### src/rtl/alu_pkg.sv
// Shared types for the ALU result path: handshake state encoding, flag bundle, default width.
package alu_pkg;

    localparam int unsigned ALU_W = 8;

    typedef enum logic [1:0] {
        ST_EMPTY = 2'd0,
        ST_ONE   = 2'd1,
        ST_TWO   = 2'd2
    } alu_state_t;

    typedef struct packed {
        logic c;
        logic z;
        logic n;
        logic v;
    } alu_flags_t;

endpackage

### src/rtl/alu_flags.sv
// Combinational C/Z/N/V derivation from an add/subtract result and its operand sign bits.
module alu_flags
    import alu_pkg::*;
#(
    parameter int unsigned N = ALU_W
) (
    input  logic [N-1:0] r,
    input  logic         co,
    input  logic         ctrl,
    input  logic         x_msb,
    input  logic         y_msb,
    output alu_flags_t   flags_c
);

    logic ye;

    // Carry becomes borrow when subtracting; V looks at the effective (inverted) y sign.
    always_comb begin
        ye        = y_msb ^ ctrl;
        flags_c   = '0;
        flags_c.c = co ^ ctrl;
        flags_c.z = (r == '0);
        flags_c.n = r[N-1];
        flags_c.v = (x_msb == ye) & (r[N-1] != x_msb);
    end

endmodule

### src/rtl/alu_result_stage.sv
// Registered ALU result stage: flag capture, 2-entry skid buffer on a valid/ready interface,
// and a sticky overflow status bit.
module alu_result_stage
    import alu_pkg::*;
#(
    parameter int unsigned N = ALU_W
) (
    input  logic         clk,
    input  logic         rst_n,
    input  logic         in_valid,
    output logic         in_ready,
    input  logic [N-1:0] in_r,
    input  logic         in_co,
    input  logic         in_ctrl,
    input  logic         in_x_msb,
    input  logic         in_y_msb,
    output logic         out_valid,
    input  logic         out_ready,
    output logic [N-1:0] out_r,
    output logic         out_c,
    output logic         out_z,
    output logic         out_n,
    output logic         out_v,
    output logic         sticky_v,
    input  logic         clr_sticky
);

    alu_state_t   state_q, state_nxt;
    logic [N-1:0] main_r_q, main_r_nxt;
    logic [N-1:0] skid_r_q, skid_r_nxt;
    alu_flags_t   main_f_q, main_f_nxt;
    alu_flags_t   skid_f_q, skid_f_nxt;
    logic         in_ready_q;
    logic         out_valid_q;
    logic         sticky_q, sticky_nxt;
    alu_flags_t   flags_c;
    logic         accept_c;
    logic         xfer_c;

    alu_flags #(.N(N)) u_flags (
        .r       (in_r),
        .co      (in_co),
        .ctrl    (in_ctrl),
        .x_msb   (in_x_msb),
        .y_msb   (in_y_msb),
        .flags_c (flags_c)
    );

    // State, entry storage and handshake outputs.
    always_ff @(posedge clk or negedge rst_n) begin
        if (!rst_n) begin
            state_q     <= ST_EMPTY;
            main_r_q    <= '0;
            main_f_q    <= '0;
            skid_r_q    <= '0;
            skid_f_q    <= '0;
            in_ready_q  <= 1'b1;
            out_valid_q <= 1'b0;
            sticky_q    <= 1'b0;
        end else begin
            state_q     <= state_nxt;
            main_r_q    <= main_r_nxt;
            main_f_q    <= main_f_nxt;
            skid_r_q    <= skid_r_nxt;
            skid_f_q    <= skid_f_nxt;
            in_ready_q  <= (state_nxt != ST_TWO);
            out_valid_q <= (state_nxt != ST_EMPTY);
            sticky_q    <= sticky_nxt;
        end
    end

    // Next-state and entry movement; main register only changes when it is free or draining.
    always_comb begin
        accept_c   = in_valid & in_ready_q;
        xfer_c     = out_valid_q & out_ready;
        state_nxt  = state_q;
        main_r_nxt = main_r_q;
        main_f_nxt = main_f_q;
        skid_r_nxt = skid_r_q;
        skid_f_nxt = skid_f_q;
        sticky_nxt = (sticky_q & ~clr_sticky) | (accept_c & flags_c.v);

        case (state_q)
            ST_EMPTY: begin
                if (accept_c) begin
                    main_r_nxt = in_r;
                    main_f_nxt = flags_c;
                    state_nxt  = ST_ONE;
                end
            end
            ST_ONE: begin
                if (accept_c && xfer_c) begin
                    main_r_nxt = in_r;
                    main_f_nxt = flags_c;
                end else if (accept_c) begin
                    skid_r_nxt = in_r;
                    skid_f_nxt = flags_c;
                    state_nxt  = ST_TWO;
                end else if (xfer_c) begin
                    state_nxt  = ST_EMPTY;
                end
            end
            ST_TWO: begin
                if (xfer_c) begin
                    main_r_nxt = skid_r_q;
                    main_f_nxt = skid_f_q;
                    state_nxt  = ST_ONE;
                end
            end
            default: begin
                state_nxt = ST_EMPTY;
            end
        endcase
    end

    assign in_ready  = in_ready_q;
    assign out_valid = out_valid_q;
    assign out_r     = main_r_q;
    assign out_c     = main_f_q.c;
    assign out_z     = main_f_q.z;
    assign out_n     = main_f_q.n;
    assign out_v     = main_f_q.v;
    assign sticky_v  = sticky_q;

endmodule

### config.mk
export PLATFORM = sky130hd
export DESIGN_NAME = alu_result_stage
export DESIGN_NICKNAME = d
export VERILOG_FILES = /design/src/rtl/alu_pkg.sv /design/src/rtl/alu_flags.sv /design/src/rtl/alu_result_stage.sv
export SDC_FILE = /design/constraint.sdc
export NUM_CORES = 1
export LEC_CHECK = 0
export CORE_MARGIN = 1.5
export CORE_UTILIZATION = 52
export CTS_BUF_LIST = sky130_fd_sc_hd__clkbuf_16
export CTS_CLUSTER_DIAMETER = 100
export DETAILED_ROUTE_END_ITERATION = 16
export GPL_ROUTABILITY_DRIVEN = 0
export PLACE_DENSITY = 0.84
export SYNTH_ARGS = -nofsm -noshare
export SYNTH_HDL_FRONTEND = slang
export SYNTH_SLANG_ARGS = --single-unit
export TNS_END_PERCENT = 1
### constraint.sdc
create_clock -name clk -period 3.52 [get_ports clk]
set_input_delay 0.352 -clock clk [delete_from_list [all_inputs] [get_ports clk]]
set_output_delay 0.352 -clock clk [all_outputs]
set_load 0.1 [all_outputs]
# [Word-level counts from Yosys, hierarchy flattened]
# Index checks and enable logic that the tools add are counted.
[totals] reg_bits=29 inputBits=17 output_inout_bits=15 elab_cells=53
[op_classes] eq_ne=8 muxes=14 bitwise_logic=10 reduce_logical=7
[ops] operator="$mux W8" n=3
[ops] operator="$pmux W8 S3" n=1
[ops] operator="$mux W4" n=3
[ops] operator="$pmux W4 S3" n=1
[ops] operator="$mux W2" n=5
[ops] operator="$logic_not A8 Y1" n=1
[ops] operator="$ne A2 B2 Y1 const B" n=4
[ops] operator="$pmux W2 S3" n=1
[ops] operator="$and A1 B1 Y1" n=5
[ops] operator="$reduce_and A4 Y1" n=1
[ops] operator="$reduce_and A3 Y1" n=1
[ops] operator="$reduce_bool A3 Y1" n=1
[ops] operator="$eq A2 B1 Y1 const B" n=1
[ops] operator="$eq A2 B2 Y1 const B" n=1
[ops] operator="$logic_not A2 Y1" n=1
[ops] operator="$not A1 Y1" n=2
[ops] operator="$reduce_bool A2 Y1" n=1
[ops] operator="$xor A1 B1 Y1" n=2
[ops] operator="$eq A1 B1 Y1" n=1
[ops] operator="$logic_and A1 B1 Y1" n=1
[ops] operator="$ne A1 B1 Y1" n=1
[ops] operator="$or A1 B1 Y1" n=1

# [Longest topological paths before layout]
# Gate-level depths: netlist of the first run.
[depth] word_depth=6 ltp_mapped=5

# [By module]
# A second synthesis of the first run with hierarchy kept.
[unflattened] cells_unflattened=97 hier_area_um2=1430.1
[by_module_without_submodules] module="alu_result_stage" instances=1 cells_each=88 area_each_um2=1360.1 seq_area_each_um2=726.9
[by_module_without_submodules] module="alu_flags" instances=1 cells_each=9 area_each_um2=70.1 seq_area_each_um2=0.0

# [Least setup slack after synthesis of the first run]
# OpenSTA, ideal clock, no wires.
[synth_path] path_type="register to register" start="register out_valid_q, in the netlist out_valid" end="register main_r_q[7], in the netlist out_r[7]" arrival_time_ns=1.963 required_ns=3.394 setup_slack_ns=1.432 stages_incl_launch_ff=6 cell_sequence="dfrtp_1 -> nand2_1 -> o21bai_2 -> o31a_2 -> buf_12 -> mux2_4"
[synth_via] elab_chain_len=4
[synth_lines] item="start: declaration" line_no="alu_result_stage.sv:34" text="logic out_valid_q;"
[synth_lines] item="start signal: assignment" line_no="alu_result_stage.sv:67" text="out_valid_q <= (state_nxt != ST_EMPTY);"
[synth_lines] item="$and A1 B1 Y1 (*)" line_no="alu_result_stage.sv:75" text="xfer_c = out_valid_q & out_ready;"
[synth_lines] item="$logic_and A1 B1 Y1" line_no="alu_result_stage.sv:92" text="if (accept_c && xfer_c) begin"
[synth_lines] item="$ne A2 B2 Y1 (no source line)"
[synth_lines] item="$reduce_and A4 Y1 (no source line) (*)"
[synth_lines] item="end signal: assignment" line_no="alu_result_stage.sv:62" text="main_r_q <= main_r_nxt;"
[synth_lines] item="end: declaration" line_no="alu_result_stage.sv:29" text="logic [N-1:0] main_r_q, main_r_nxt;"
# Every way passes the cells marked *; elsewhere a longest branch is shown, timed or not.
# A chain may end at the register's enable or synchronous reset.

# [Final worst setup path of the first run]
[layout_path] start="register in_ready_q, in the netlist in_ready" end="output in_ready"
[layout_rtl] item="start: declaration" line_no="alu_result_stage.sv:33" text="logic in_ready_q;"
[layout_rtl] item="start signal: assignment" line_no="alu_result_stage.sv:66" text="in_ready_q <= (state_nxt != ST_TWO);"
[layout_rtl] item="end: declaration" line_no="alu_result_stage.sv:11" text="output logic in_ready,"
# No word-level cell between the ends.

==> results of run 1 <==
==> cell usage in the layout, fill, tap and decap left out, drive strengths merged <==
| cell type | instances |
|---|---|
| mux2i | 1 |
| a21boi | 1 |
| nand2 | 34 |
| o31a | 1 |
| nor2b | 3 |
| inv | 3 |
| dfstp | 1 |
| nand2b | 1 |
| xor2 | 1 |
| nand3 | 2 |
| a21oi | 2 |
| xnor2 | 1 |
| o21ai | 6 |
| and3b | 1 |
| mux2 | 19 |
| nor4 | 2 |
| clkdlybuf4s50 | 31 |
| buf | 1 |
| dfrtp | 26 |
| nor2 | 2 |
| o21a | 1 |
| o22ai | 1 |
| clkbuf | 3 |
| o21bai | 1 |
==> worst paths after layout <==
check	startpoint	to	slack, ps	cells after the start
min in group clk	skid_r_q[4]	skid_r_q[4]	500	1
max reg2reg	state_q[1]	out_r[1]	1740	4
min	rst_n	skid_r_q[6]	470	2
max in group asynchronous	rst_n	in_ready	2750	2
max	in_ready	in_ready	1240	1
min reg2reg	skid_r_q[4]	skid_r_q[4]	500	1
==> flip-flops by register name, indices dropped and copies added, names as in the netlist <==
| signal | count |
|---|---|
| sticky_v | 1 |
| out_r | 8 |
| out_c | 1 |
| skid_f_q | 3 |
| state_q | 2 |
| out_v | 1 |
| out_valid | 1 |
| out_z | 1 |
| in_ready | 1 |
| skid_r_q | 8 |
==> through the flow <==
step / setup WS [ps] / util / instance area [µm²] / cells / hold slack, ps
finish: 1240 / 0.737 / 1680 / 173 / 470
global route: 1220 / 0.737 / 1680 / 173 / 502
CTS: 1240 / 0.737 / 1680 / 173 / 486
detailed placement: 1460 / 0.703 / 1600 / 169 / 483
global placement: 1520 / 0.703 / 1600 / 169 / 465
floorplan: 1430 / - / 1300 / 114 / 56.4
==> routing by layer <==
layer | up-vias | track usage | part of all wire
met2 | 25 | 0.365 | 0.51
met3 | 2 | 0.0367 | 0.033
met5 | - | 0 | 0
li1 | 449 | - | -
met4 | 0 | 0.0769 | 0.0043
met1 | 445 | 0.259 | 0.45
==> logic make-up after synthesis <==
logic type             after synthesis  share of synthesized area
buffers and inverters                7                     0.0472
AO/OA/AOI/OAI                       13                     0.0635
flip-flops                          27                      0.521
XOR/XNOR                             2                     0.0135
AND/OR/NAND/NOR                     45                      0.154
multiplexers                        20                      0.201
==> cell type report <==
| type | count | area [µm²] |
|---|---|---|
| Clock inverter | 1 | 3.75 |
| Tap cell | 28 | 35.0 |
| Sequential cell | 27 | 677 |
| Timing Repair Buffer | 32 | 318 |
| Clock buffer | 3 | 75.1 |
| Multi-Input combinational cell | 80 | 562 |
| Inverter | 2 | 7.51 |
| Fill cell | 152 | 598 |
==> reports/metrics.yaml, run 1 <==
sta:
  finalMaxSlewViolations: 0
  hold_violations: 0
  fin_crit_sh: 0.647
  finClkSkew_ps: 1.77
  fmax_mhz: 439
  fin_crit_ps: 2280
  grt_setup_unrepaired: "false"
  worst_pin_slew_ps: 986
  fin_setup_tns_ps: 0
  setup_viol: 0
  relSlewSlack: 0.340
detailed_routing:
  vias_per_cell: 5.32
  final_antenna_net_count: 0
  wl_um: 2560
  wl_per_cell_um: 14.8
  vias: 921
  drt_iter0_drc: 19
  drcViolationCount: 0
  dr.pass1.iters: 4
synth:
  syn-num-nets: 131
  syn_avg_cell_area_um2: 11.4
  synth-edff-count: 0
  seq_area_frac_synth: 0.521
  yosys.cell_types.count: 28
  synth_area_leaders: "dfrtp_1 (50%), mux2_4 (12%), nand2_1 (9.8%)"
  synth_commonest_cells: "nand2_1 (34), dfrtp_1 (26), mux2_4 (10)"
  yosysTopAreaCellShare: 0.500
  netlist_area_um2: 1300
  syn_inst: 114
  ys_ff_latch: 27
  yosysMostFrequentCell: "nand2_1"
  ys_async_sr_fraction: 1.00
  synth_warnings: 0
  synth_top_cell_by_area: "dfrtp_1"
  yosys_most_used_dff: "dfrtp_1"
die:
  core_um2: 2280
  io_pins: 32
  die_w_um: 53
  num_rows: 17
  die_area_um2: 2810
  die_h_um: 53
  start_util: 0.571
clock_network:
  cts-root-buf: "clkbuf_16"
  cts.htree.levels: 1
  clock-sinks: 27
  clk_pin_slew_ps: 60
  cts_buffers: 3
  cts_setup_buffers: 0
  clock_latency_ps: 250
  cts_resized: 0
  cts_tree: "yes"
  cts_buffer_depth: 2
  hold_buffers: 0
critical_path:
  arrival_ps: 1930
  worstSetupPathType: "reg -> out"
  critPathTopFamily: "buffers and inverters"
  startpoint_type: "flip-flop"
  cp_cell_sequence: "clkdlybuf4s50_1"
  cp_num_buf_inv: 1
  crit_path_end_kind: "output port"
  path_max_fanout: 3
  worstPathRequired_ps: 3170
  max_stage_delay_ps: 1130
  cp_slowest_cell: "clkdlybuf4s50_1"
layout:
  final_nets: 163
  drive_gt1_frac: 0.193
  syn2layout_area_growth_pct: 29.1
  antennaDiodeCount: 0
global_routing:
  grt_usage: 0.210
  grt_pass1_wl_um: 4230
  antenna_found_initial: 0
  grt_max_degree: 28
  first_global_vias: 966
  grt_overflow: 0
outcome:
  run_status: "complete, no violations"
placement:
  dp_hpwl_um: 1850
  io_buffers: 31
min_path:
  worst_hold_path_type: "in -> async"
flow_run:
  cap_violations: 0
Power of run 1 is left out: the tool's default activity adds up to more than one toggle a clock period on the data nets, which glitch-free logic cannot reach.
==> inputs of run 2 (changes only) <==
- CORE_UTILIZATION: 52 -> 48
- PLACE_DENSITY: 0.84 -> 0.78
- clock period: 3.52 -> 2.2 ns (I/O delays scaled with it)
==> run 2 against run 1 <==
Effect of this change: core utilization down 8.4 points; via count up 0.65%; sequential share of layout area up 0.77 points; clock skew up 1.9 ps; clock-buffer cell count unchanged; register-to-register slack worse by 1300 ps; largest cell class unchanged.
==> reports/metrics.yaml, run 2 (same netlist as run 1, synthesis figures left out) <==
clock_network:
  cts_tree: "yes"
  clock_latency_ps: 260  # about the same
  cts_buffers: 3  # unchanged
  cts_setup_buffers: 0  # unchanged
  cts-root-buf: "clkbuf_16"
  hold_buffers: 0  # unchanged
  clock-sinks: 27  # unchanged
  cts_resized: 0  # unchanged
  clk_pin_slew_ps: 70  # about the same
  cts_buffer_depth: 2  # unchanged
  cts.htree.levels: 1  # unchanged
sta:
  grt_setup_unrepaired: "false"
  hold_violations: 0  # unchanged
  finalMaxSlewViolations: 0  # unchanged
  setup_viol: 0  # unchanged
  fin_setup_tns_ps: 0  # unchanged
  fin_crit_ps: 1800
  finClkSkew_ps: 3.69  # +1.92 ps
  relSlewSlack: 0.644  # +0.304
  worst_slack_ps: 403  # -840 ps
  fmax_mhz: 556
  fin_crit_sh: 0.817
  worst_pin_slew_ps: 534  # -453 ps
global_routing:
  antenna_found_initial: 0  # unchanged
  grt_pass1_wl_um: 4510  # +6.7%
  grt_overflow: 0  # unchanged
  first_global_vias: 1002  # +3.7%
  grt_max_degree: 28  # unchanged
  grt_usage: 0.212  # +0.00292
detailed_routing:
  dr.pass1.iters: 4  # unchanged
  drt_iter0_drc: 9  # -10
  vias_per_cell: 5.30  # -0.50%
  final_antenna_net_count: 0  # unchanged
  wl_per_cell_um: 14.8  # about the same
  vias: 927  # +0.65%
  drcViolationCount: 0  # unchanged
  wl_um: 2580  # +1.1%
die:
  die_h_um: 55.0  # +3.8%
  io_pins: 32  # unchanged
  start_util: 0.515  # -0.0558
  die_area_um2: 3030  # +7.8%
  core_um2: 2520  # +11%
  die_w_um: 55.0  # +3.8%
  num_rows: 18  # +1
critical_path:
  worstPathRequired_ps: 2340  # -830 ps
  rrSetupSlack_ps: 400  # -1340 ps
  r2r-start: "state_q[0]"
  rr_worst_depth: 4  # unchanged
  worstSetupPathType: "reg -> reg"
  path_max_fanout: 11  # +8
  arrival_ps: 1940  # about the same
  startpoint_type: "flip-flop"
  r2r_end: "out_v"
  crit_path_end_kind: "flip-flop"
min_path:
  worst_hold_path_type: "in -> async"
layout:
  syn2layout_area_growth_pct: 26.7
  final_cell_mix: "nand2_1 (34), dfrtp_1 (26), clkdlybuf4s50_1 (16), buf_4 (16), mux2_4 (10)"
  final_nets: 163  # unchanged
  antennaDiodeCount: 0  # unchanged
  fillers: 229  # +51%
  drive_gt1_frac: 0.303  # +0.110
  final_common_cell: "nand2_1"
outcome:
  run_status: "complete, no violations"
placement:
  dp_slack_ps: 279  # -1180 ps
  dp_hpwl_um: 1810  # -2.3%
  io_buffers: 31  # unchanged
flow_run:
  cap_violations: 0  # unchanged
==> run 2: changes by cell type in the layout (fill, tap and decap cells not counted) <==
cell and change:
buf_4 +15, clkdlybuf4s50_1 -15, clkinvlp_4 +1, inv_1 -1
==> run 2: per-stage QoR <==
| stage | hold slack [ps] | utilization | area (µm²) | instances |
|---|---|---|---|---|
| floorplan | -75.6 | - | 1300 | 114 |
| global placement | 468 | 0.620 | 1560 | 171 |
| detailed placement | 472 | 0.620 | 1560 | 171 |
| CTS | 348 | 0.653 | 1650 | 175 |
| global route | 383 | 0.653 | 1650 | 175 |
| finish | 335 | 0.653 | 1650 | 175 |
==> run 2: final cells by class <==
class / count / area, µm² / area share
Tap cell: 30 / 37.5 / 0.0228
Sequential cell: 27 / 677 / 0.411
Clock inverter: 1 / 7.51 / 0.00456
Multi-Input combinational cell: 80 / 562 / 0.341
Timing Repair Buffer: 32 / 280 / 0.170
Clock buffer: 3 / 75.1 / 0.0456
Inverter: 2 / 7.51 / 0.00456
==> run 2: worst max-delay path by stage <==
stage	depth (start not counted)	startpoint	endpoint
final	4	state_q[0]	out_v
after global routing	4	state_q[0]	out_v
after CTS	4	state_q[0]	out_v
after detailed placement	5	in_valid	out_r[1]
after global placement	5	in_valid	out_r[1]
after floorplan	5	out_valid	out_r[7]
==> run 2: layer usage <==
layer / up-vias / GRT usage / routed length (µm)
li1: 440 / - / -
met1: 451 / 0.257 / 1110
met2: 27 / 0.371 / 1290
met3: 9 / 0.0403 / 126
met4: 0 / 0.0854 / 55
met5: - / 0 / 0
==> run 2: critical path, cell delays in order (launching register included) <==
cell	delay, ps
dfrtp_1	480
nor2b_2	450
o21bai_2	150
o31a_2	250
mux2_4	350
Power of run 2 is left out for the same reason.
==> edit: new RTL, config.mk and constraints of run 2 <==
Re-encode `alu_state_t` (3 states) as one-hot, 3 bits wide.
--- a/src/rtl/alu_pkg.sv
+++ b/src/rtl/alu_pkg.sv
@@ -4,8 +4,8 @@
     localparam int unsigned ALU_W = 8;
 
-    typedef enum logic [1:0] {
-        ST_EMPTY = 2'd0,
-        ST_ONE   = 2'd1,
-        ST_TWO   = 2'd2
+    typedef enum logic [2:0] {
+        ST_EMPTY = 3'b001,
+        ST_ONE   = 3'b010,
+        ST_TWO   = 3'b100
     } alu_state_t;
 
Check against the original RTL: no difference found for any inputs over 10 cycles, from zero or initial values and one cycle with rst_n low; not proved beyond that.
==> edit against run 2 <==
Worst setup slack better by 51 ps. Sequential share of layout area is 0.31 points higher. Area after synthesis is 3.5% higher. Global-route usage is 1.7 points lower. Sequential cell count is 1 higher. Final area is 3.1% higher. Worst hold slack worse by 11 ps. Wire length is 2.6% higher.
Power is left out: the tool's default activity adds up to more than one toggle a clock period on the data nets, which glitch-free logic cannot reach.
==> edit: results (changes against run 2) <==
[metrics] CTS H-tree depth: 1 (unchanged)
[metrics] clock slew seen by the registers of the worst setup and hold paths: 70 ps (about the same)
[metrics] largest net degree at the start of global routing: 29 (+3.6%)
[metrics] run status: finished clean
[metrics] net count of the finished layout: 171 (+4.9%)
[metrics] count of placed standard cells including taps: 180 (+5.3%)
[metrics] cts repair resizes: 0 (unchanged)
[metrics] fill cell count: 229 (unchanged)
[metrics] post-CTS repair timing setup buffer count: 0 (unchanged)
[metrics] Buffers on Ports: 31 (unchanged)
[metrics] sequential-to-total area share from yosys stat: 52.3% (+0.21 points)
[metrics] synthesized area divided by synthesized cell count: 11.2 µm² (-1.7%)
[metrics] Ys Warns: 0 (unchanged)
[metrics] leading post-synthesis cells by cell area: dfrtp_1 48%, mux2_2 13%, nand2_1 7.3%
[metrics] latest clock arrival within the worst-skew pair: 270 ps
[metrics] overall fraction of global-route tracks in use: 19.6% (-1.7 points)
[metrics] number of buffers on the longest clock path: 2 (unchanged)
[metrics] via count of the first global-routing pass: 1070 (+6.8%)
[metrics] CP max FO: 17 (+6)
[metrics] slowest stage cell on the critical path: or3b_1
[metrics] number of design-rule violations left by the first detailed-router iteration: 33 (+24)
[metrics] Pre-Repair DR Iteration Count: 4 (unchanged)
[metrics] per-cell via count in the routed design: 5.42 (+2.3%)
[metrics] pre-CTS setup slack: 360 ps (+81.1 ps)
[metrics] worst-margin pin slew: 677 ps (+143 ps)
[metrics] fraction of layout instances using a drive strength above 1: 30.1% (-0.28 points)
[metrics] Hold Crit Class: primary input to async pin
[metrics] global-route wire length before repair: 4.74 mm (+5.1%)
[metrics] delay of the slowest cell on the worst path: 660 ps (+180 ps)
[metrics] top_reg_cell synth: dfrtp_1
[metrics] FFs w/ async S/R, synth: 100% (unchanged)
[metrics] final worst clock skew: 6.36 ps (+2.68 ps)
[metrics] Post-Place Cell Area: 1620 µm² (+3.5%)
[metrics] nets in the synthesized netlist: 137 (+4.6%)
[metrics] number of buffers inserted during clock tree synthesis: 3 (unchanged)
[metrics] Diodes inserted: 0 (unchanged)
[metrics] most instantiated cells after synthesis: 26 x dfrtp_1, 26 x nand2_1, 16 x mux2_2
[metrics] root buffer selected by CTS: clkbuf_16
[metrics] average detailed-routed wire length per instance: 14.4 µm (-2.4%)
[metrics] number of antenna violations at the first check in global routing: 0 (unchanged)
[metrics] vias: 997 (+7.6%)
[metrics] Cell variety after synth: 28 (unchanged)
[metrics] HPWL Detailed: 1.86 mm (+3.0%)
==> edit: cell count changes in the layout (fill, tap and decap cells not counted), sizes merged, moves of 2 or more <==
cell and delta:
nand2 -8, a21oi +5, buf +3, o21ai -3
nand3 +2, nor2 +2, nor3b +2
==> edit: area by class of cell <==
cell class,instances,area (µm²),share of cell area [%]
Clock buffer,3,75.1,4.42
Clock inverter,1,3.75,0.221
Inverter,3,11.3,0.663
Multi-Input combinational cell,83,563,33.2
Sequential cell,28,703,41.4
Tap cell,31,38.8,2.28
Timing Repair Buffer,35,303,17.8
==> edit: path summary, 6_finish.rpt <==
check	slack (ps)	endpoint	cells after the start	startpoint
max in group asynchronous	1570	in_ready	2	rst_n
min in group clk	510	skid_r_q[2]	1	skid_r_q[2]
hold / removal	320	skid_r_q[6]	2	rst_n
setup / recovery	450	out_z	4	state_q[1]
hold reg to reg	510	skid_r_q[2]	1	skid_r_q[2]
setup reg to reg	450	out_z	4	state_q[1]
==> edit: critical path: cells and delay by family (launching register included) <==
family / cells / cell delay (ps)
DFF: 1 / 420
muxes: 1 / 300
and+or+nand+nor: 2 / 810
AOI/OAI and AO/OA: 1 / 110
==> edit: kinds of logic (layout without fill, tap and decap cells) <==
| kind of cell | Yosys count | in the layout | share of synthesized area, % |
|---|---|---|---|
| flops | 28 | 28 | 52.3 |
| compound gates | 15 | 15 | 6.23 |
| xor+xnor | 2 | 2 | 1.30 |
| buf+inv | 9 | 42 | 5.86 |
| simple gates | 46 | 46 | 16.8 |
| mux | 20 | 20 | 17.5 |
==> edit: per-layer routing <==
metal / GRT usage [%] / routed length (µm) / vias up
li1: - / - / 478
met1: 23.6 / 1200 / 486
met2: 32.0 / 1260 / 26
met3: 3.95 / 111 / 7
met4: 12.2 / 77 / 0
met5: 0 / 0 / -
